## config.mk

```make
export PLATFORM = sky130hd
export DESIGN_NAME = uart_tx_fifo
export DESIGN_NICKNAME = d
export VERILOG_FILES = /design/src/rtl/uart_pkg.sv /design/src/rtl/uart_sync_fifo.sv /design/src/rtl/uart_tx_fifo.sv
export SDC_FILE = /design/constraint.sdc
export NUM_CORES = 1
export LEC_CHECK = 0
export BUFFER_PORTS_ARGS = -buffer_cell sky130_fd_sc_hd__buf_2
export CAP_MARGIN = 15
export CORE_ASPECT_RATIO = 1.5
export CORE_UTILIZATION = 40
export CTS_BUF_LIST = sky130_fd_sc_hd__clkbuf_16
export DETAILED_ROUTE_END_ITERATION = 8
export SYNTH_ARGS = -nofsm -noshare
export SYNTH_HDL_FRONTEND = slang
export SYNTH_SLANG_ARGS = --single-unit
```

## constraint.sdc

```tcl
create_clock -name sys_clk -period 1.85 [get_ports sys_clk]
set_input_delay 0.2775 -clock sys_clk [delete_from_list [all_inputs] [get_ports sys_clk]]
set_output_delay 0.2775 -clock sys_clk [all_outputs]
set_load 0.1 [all_outputs]
```

## src/rtl/uart_pkg.sv

```systemverilog
// -----------------------------------------------------------------------------
// uart_pkg
// Shared definitions for the UART transmit path:
//   tx_state_t   - transmitter FSM state encoding
//   PAR_*        - parity mode selectors
//   calc_parity  - parity bit for a character in a given mode
// -----------------------------------------------------------------------------
package uart_pkg;

    typedef enum logic [2:0] {
        IDLE   = 3'd0,
        START  = 3'd1,
        DATA   = 3'd2,
        PARITY = 3'd3,
        STOP   = 3'd4
    } tx_state_t;

    localparam int PAR_NONE = 0;
    localparam int PAR_EVEN = 1;
    localparam int PAR_ODD  = 2;

    // Widest legal character; narrower characters are zero-extended,
    // which leaves the XOR unchanged.
    localparam int MAX_DATA_W = 9;

    // Even mode: XOR of the character bits. Odd mode: its inverse.
    function automatic logic calc_parity(input logic [MAX_DATA_W-1:0] data,
                                         input int                    mode);
        logic p;
        p = ^data;
        if (mode == PAR_ODD) begin
            p = ~p;
        end
        return p;
    endfunction

endpackage

```

## src/rtl/uart_sync_fifo.sv

```systemverilog
// -----------------------------------------------------------------------------
// uart_sync_fifo
// Single-clock FIFO holding characters waiting for transmission.
//   clk, rst  - clock, asynchronous active-high reset (flushes the FIFO)
//   push      - write wdata (ignored when full)
//   pop       - drop the head entry (ignored when empty)
//   rdata     - head entry (valid while !empty)
//   full      - DEPTH entries held
//   empty     - no entries held
//   level     - number of entries held
// DEPTH must be a power of two; pointers carry one extra bit so that
// full and empty are distinguishable when the low bits match.
// -----------------------------------------------------------------------------
module uart_sync_fifo #(
    parameter int WIDTH = 8,
    parameter int DEPTH = 4
) (
    input  logic                       clk,
    input  logic                       rst,
    input  logic                       push,
    input  logic [WIDTH-1:0]           wdata,
    input  logic                       pop,
    output logic [WIDTH-1:0]           rdata,
    output logic                       full,
    output logic                       empty,
    output logic [$clog2(DEPTH+1)-1:0] level
);
    localparam int AW = $clog2(DEPTH);
    localparam int LW = $clog2(DEPTH + 1);

    logic [AW:0]      wr_ptr;
    logic [AW:0]      rd_ptr;
    logic [WIDTH-1:0] mem [DEPTH];

    assign empty = (wr_ptr == rd_ptr);
    assign full  = (wr_ptr[AW] != rd_ptr[AW]) &&
                   (wr_ptr[AW-1:0] == rd_ptr[AW-1:0]);
    assign level = LW'(wr_ptr - rd_ptr);
    assign rdata = mem[rd_ptr[AW-1:0]];

    always_ff @(posedge clk or posedge rst) begin
        if (rst) begin
            wr_ptr <= '0;
            rd_ptr <= '0;
        end else begin
            if (push && !full) begin
                wr_ptr <= wr_ptr + 1'b1;
            end
            if (pop && !empty) begin
                rd_ptr <= rd_ptr + 1'b1;
            end
        end
    end

    // Storage needs no reset: the pointers define which entries are live.
    always_ff @(posedge clk) begin
        if (push && !full) begin
            mem[wr_ptr[AW-1:0]] <= wdata;
        end
    end

endmodule

```

## src/rtl/uart_tx_fifo.sv

```systemverilog
// -----------------------------------------------------------------------------
// uart_tx_fifo
// Parametrised UART transmitter with an integrated transmit FIFO.
//   sys_clk    - clock, all state on the rising edge
//   sys_rst    - asynchronous active-high reset
//   wr_valid   - host presents a character
//   wr_data    - character, bit 0 transmitted first
//   wr_ready   - FIFO can accept a character (write = wr_valid && wr_ready)
//   uart_txd   - serial line, idles high (registered)
//   tx_busy    - high while a frame is on the line (registered)
//   tx_doneH   - one-cycle pulse in the last cycle of each frame
//   fifo_level - number of queued characters
// Handshake: a character is taken on a rising edge where wr_valid and
// wr_ready are both high; wr_ready depends only on registered state, so a
// full FIFO refuses writes even in a cycle where it is being popped.
// -----------------------------------------------------------------------------
module uart_tx_fifo
    import uart_pkg::*;
#(
    parameter int DATA_W       = 8,
    parameter int FIFO_DEPTH   = 4,
    parameter int CLKS_PER_BIT = 16,
    parameter int PARITY_MODE  = 0,
    parameter int STOP_BITS    = 1
) (
    input  logic                            sys_clk,
    input  logic                            sys_rst,
    input  logic                            wr_valid,
    input  logic [DATA_W-1:0]               wr_data,
    output logic                            wr_ready,
    output logic                            uart_txd,
    output logic                            tx_busy,
    output logic                            tx_doneH,
    output logic [$clog2(FIFO_DEPTH+1)-1:0] fifo_level
);
    localparam int BAUD_W = $clog2(CLKS_PER_BIT);
    localparam int BIT_W  = $clog2(DATA_W);
    localparam logic [BAUD_W-1:0] LAST_BAUD = BAUD_W'(CLKS_PER_BIT - 1);
    localparam logic [BIT_W-1:0]  LAST_BIT  = BIT_W'(DATA_W - 1);
    localparam logic              LAST_STOP = 1'(STOP_BITS - 1);

    tx_state_t          state, state_n;
    logic [DATA_W-1:0]  shift, shift_n;
    logic               par_bit, par_n;
    logic [BAUD_W-1:0]  baud_cnt, baud_n;
    logic [BIT_W-1:0]   bit_cnt, bit_n;
    logic               stop_cnt, stop_n;
    logic               txd_q, txd_n;
    logic               busy_q, busy_n;
    logic               load;

    logic               fifo_full, fifo_empty, fifo_pop;
    logic [DATA_W-1:0]  fifo_rdata;

    logic bit_end;
    logic last_stop;

    uart_sync_fifo #(
        .WIDTH (DATA_W),
        .DEPTH (FIFO_DEPTH)
    ) u_fifo (
        .clk   (sys_clk),
        .rst   (sys_rst),
        .push  (wr_valid && wr_ready),
        .wdata (wr_data),
        .pop   (fifo_pop),
        .rdata (fifo_rdata),
        .full  (fifo_full),
        .empty (fifo_empty),
        .level (fifo_level)
    );

    assign wr_ready  = !fifo_full;
    assign bit_end   = (baud_cnt == LAST_BAUD);
    assign last_stop = (stop_cnt == LAST_STOP);
    assign uart_txd  = txd_q;
    assign tx_busy   = busy_q;
    assign tx_doneH  = (state == STOP) && bit_end && last_stop;

    always_ff @(posedge sys_clk or posedge sys_rst) begin
        if (sys_rst) begin
            state    <= IDLE;
            shift    <= '0;
            par_bit  <= 1'b0;
            baud_cnt <= '0;
            bit_cnt  <= '0;
            stop_cnt <= 1'b0;
            txd_q    <= 1'b1;
            busy_q   <= 1'b0;
        end else begin
            state    <= state_n;
            shift    <= shift_n;
            par_bit  <= par_n;
            baud_cnt <= baud_n;
            bit_cnt  <= bit_n;
            stop_cnt <= stop_n;
            txd_q    <= txd_n;
            busy_q   <= busy_n;
        end
    end

    // txd_n is the line level of the state being entered, so uart_txd
    // changes exactly at bit boundaries from a flop.
    always_comb begin
        state_n  = state;
        shift_n  = shift;
        par_n    = par_bit;
        bit_n    = bit_cnt;
        stop_n   = stop_cnt;
        txd_n    = txd_q;
        load     = 1'b0;
        fifo_pop = 1'b0;

        if (state == IDLE || bit_end) begin
            baud_n = '0;
        end else begin
            baud_n = baud_cnt + 1'b1;
        end

        unique case (state)
            IDLE: begin
                txd_n = 1'b1;
                if (!fifo_empty) begin
                    load = 1'b1;
                end
            end
            START: begin
                if (bit_end) begin
                    state_n = DATA;
                    bit_n   = '0;
                    txd_n   = shift[0];
                end
            end
            DATA: begin
                if (bit_end) begin
                    if (bit_cnt == LAST_BIT) begin
                        if (PARITY_MODE != PAR_NONE) begin
                            state_n = PARITY;
                            txd_n   = par_bit;
                        end else begin
                            state_n = STOP;
                            stop_n  = 1'b0;
                            txd_n   = 1'b1;
                        end
                    end else begin
                        shift_n = shift >> 1;
                        bit_n   = bit_cnt + 1'b1;
                        txd_n   = shift[1];
                    end
                end
            end
            PARITY: begin
                if (bit_end) begin
                    state_n = STOP;
                    stop_n  = 1'b0;
                    txd_n   = 1'b1;
                end
            end
            STOP: begin
                if (bit_end) begin
                    if (last_stop) begin
                        // Chain straight into the next frame when data waits.
                        if (!fifo_empty) begin
                            load = 1'b1;
                        end else begin
                            state_n = IDLE;
                            txd_n   = 1'b1;
                        end
                    end else begin
                        stop_n = 1'b1;
                    end
                end
            end
            default: begin
                state_n = IDLE;
                txd_n   = 1'b1;
            end
        endcase

        if (load) begin
            fifo_pop = 1'b1;
            state_n  = START;
            shift_n  = fifo_rdata;
            par_n    = calc_parity(MAX_DATA_W'(fifo_rdata), PARITY_MODE);
            txd_n    = 1'b0;
        end

        busy_n = (state_n != IDLE);
    end

endmodule

```

==> results.cfg <==
[grt]
track_usage_pct = 17.2
antenna_found_initial = 0
grt_pass1_wl_um = 8120
grt.overflow.total = 0
grt_pass1_vias = 1681
grt_max_degree = 27

[route]
drc = 0
drtAntennaViolNets = 0
dr.first_iter.drc_count = 81
wl_um = 4640
vias = 1498
routedWlPerCell_um = 15.8
vias_per_cell = 5.10
firstDrtPassIters = 4

[floorplanning]
dieHeight_um = 99.4
dieArea_um2 = 6650
die_w_um = 66.9
pin_count = 18
row_count = 35
core_region_area_um2 = 6130
initial_core_util_pct = 41.3

[cells_and_area]
multi_input_area_um2 = 957
nFillCells = 495
area_growth_pct = 32.4
layout-drive-gt1-share_pct = 35.5
fin_nets = 237
seqCellArea_um2 = 1610
n_antenna_cell = 0

[synth]
yosysTopAreaCell = edfxtp_1
synth_area_leaders = edfxtp_1 38%, dfrtp_1 25%, mux4_2 7.1%
synth_ff_type = edfxtp_1
synth_seq_cells = 58
syn_area_um2 = 2530
synth-async-reset-ratio_pct = 44.8
synth_cells = 175
synth_top_cells_by_count = 32 x edfxtp_1, 25 x dfrtp_1, 22 x nand2_1
seq_area_frac_synth_pct = 63.7
ys_types = 36
synth_area_per_cell_um2 = 14.5
syn-num-nets = 197
synth_edf_count = 32
synth_most_common_cell = edfxtp_1
synth_top_area_share_pct = 38.0
yosys_warnings = 0

[worst_setup_path]
timing.rr.end = u_fifo.rd_ptr[2]
crit_chain = inv_2, ha_4, fa_2, clkinvlp_4, buf_12
r2r_slack_ps = 110
max_stage_delay_ps = 550
worstPathBufferInverterCount = 3
path_depth = 5
critPathRequiredTime_ps = 1570
arrival_ps = 1710
crit_family = adder cells
crit_fanout = 2
reg2reg_depth = 7
cp-end-kind = output pin
start_kind = flop
slowest_stage = fa_2
r2r-start = u_fifo.wr_ptr[1]
worstSetupPathType = reg2out

[clocking]
cts_hold_buf = 0
cts_buffer_depth = 2
cts-root-buf = clkbuf_16
cts_buffers = 9
cts_tree = built
cts_sinks = 58
clkLatencyLatePin_ps = 320
cts_max_level = 3
path_clk_slew_ps = 50

[timing]
maxSlewViolCount = 0
fin_skew_ps = 6.47
final-hold-violation-count = 0
timing.final.crit_share_pct = 108
fmax_ghz = 0.502
slew_headroom_pct = 67.8
fin_ws_ps = -142
setup-tns-final_ps = -211
setup_violations = 2
rsz0062_at_grt = yes
tightestPinTransition_ps = 487
period_needed_ps = 1990

[placed_design]
post-place-ws_ps = -12.3
io_buffers = 17
hpwlAfterDp_um = 3260
place_congestion = 0.761

[job]
maxCapViolCount = 0

[run_status]
violations = negative setup slack
status = finished, violations left

[power]
p_per_area_nw_per_um2 = 1460
ir_drop_mv = 0.976
total_leakage_power_uw = 0.00136

[worst_hold_path]
hp-class = in2async
cell families (layout without fill, tap and decap cells):
group | after synthesis | in the layout | synth area share (%)
fa+ha+maj | 11 | 11 | 5.74
compound gates | 25 | 25 | 6.38
mux | 15 | 15 | 9.89
xor+xnor | 8 | 8 | 3.07
simple gates | 44 | 44 | 8.90
flops | 58 | 58 | 63.7
buf+inv | 14 | 59 | 2.27
sequential cells by signal, indices dropped and copies added, names as in the netlist:
| signal | flops |
|---|---|
| baud_cnt | 4 |
| bit_cnt | 3 |
| shift | 8 |
| state | 3 |
| tx_busy | 1 |
| u_fifo.mem | 32 |
| u_fifo.rd_ptr | 3 |
| u_fifo.wr_ptr | 3 |
| uart_txd | 1 |
worst min-delay path, stage by stage:
cell   delay [ps]
buf_2          90
inv_1          40
buf_4         320
cell type report:
cell class	count	area share [%]
inverters	9	1.12
multi-input cells	103	28.6
clock buffers	9	6.72
flip-flops and latches	58	48.2
well taps	74	2.76
repair buffers	34	10.3
clock inverters	7	2.35
worst max path at each step:
stage                                 from               end  slack (ps)
after floorplan           u_fifo.wr_ptr[0]     fifo_level[2]        -130
after global placement    u_fifo.wr_ptr[0]  u_fifo.rd_ptr[2]          90
after detailed placement        bit_cnt[0]          shift[1]         -10
after CTS                 u_fifo.rd_ptr[0]     fifo_level[1]        -210
after global routing      u_fifo.wr_ptr[1]     fifo_level[1]        -210
final                     u_fifo.wr_ptr[0]     fifo_level[1]        -140
metrics by stage:
step	cell area [um^2]	utilization [%]	std cells	total power, uW	hold WS [ps]
3_5_place_dp	2930	47.8	272	3160	361
2_1_floorplan	2570	-	175	2560	317
4_1_cts	3270	53.3	290	4890	9.19
5_1_grt	3350	54.6	294	5090	41.5
3_3_place_gp	2930	47.8	272	3100	344
6_report	3350	54.6	294	4900	8.08
placed cells by master, fill, tap and decap left out, drive strengths merged, types with 2 or more instances in the layout:
master    instances
buf              34
mux4              8
o21ai            14
xnor2             5
xor2              3
nand2            22
or2               2
edfxtp           32
nand3             4
clkinvlp          4
and2              5
mux2i             7
clkbuf            9
a211oi            2
ha               10
a21oi             2
nor2              5
inv               9
nand4             2
clkinv            2
dfrtp            25
layer usage:
metal / vias up / routed length [um] / GRT usage (%)
li1: 718 / - / -
met1: 746 / 1880 / 19.1
met2: 24 / 2530 / 29.0
met3: 10 / 145 / 5.16
met4: 0 / 95 / 8.67
met5: - / 0 / 0
where the power goes:
part           internal [uW]  switching [uW]
clock network           1050             598
registers               1560            63.7
logic                    697             936
total                   3300            1600
what timing repair did:
action | in CTS | in global routing
buffers inserted | 2 | 4
gates resized for setup | 7 | 9
endpoints found under the setup margin | 9 | 11
pin swaps | 3 | 2
Note: power is estimated with default switching activity, not from simulation.
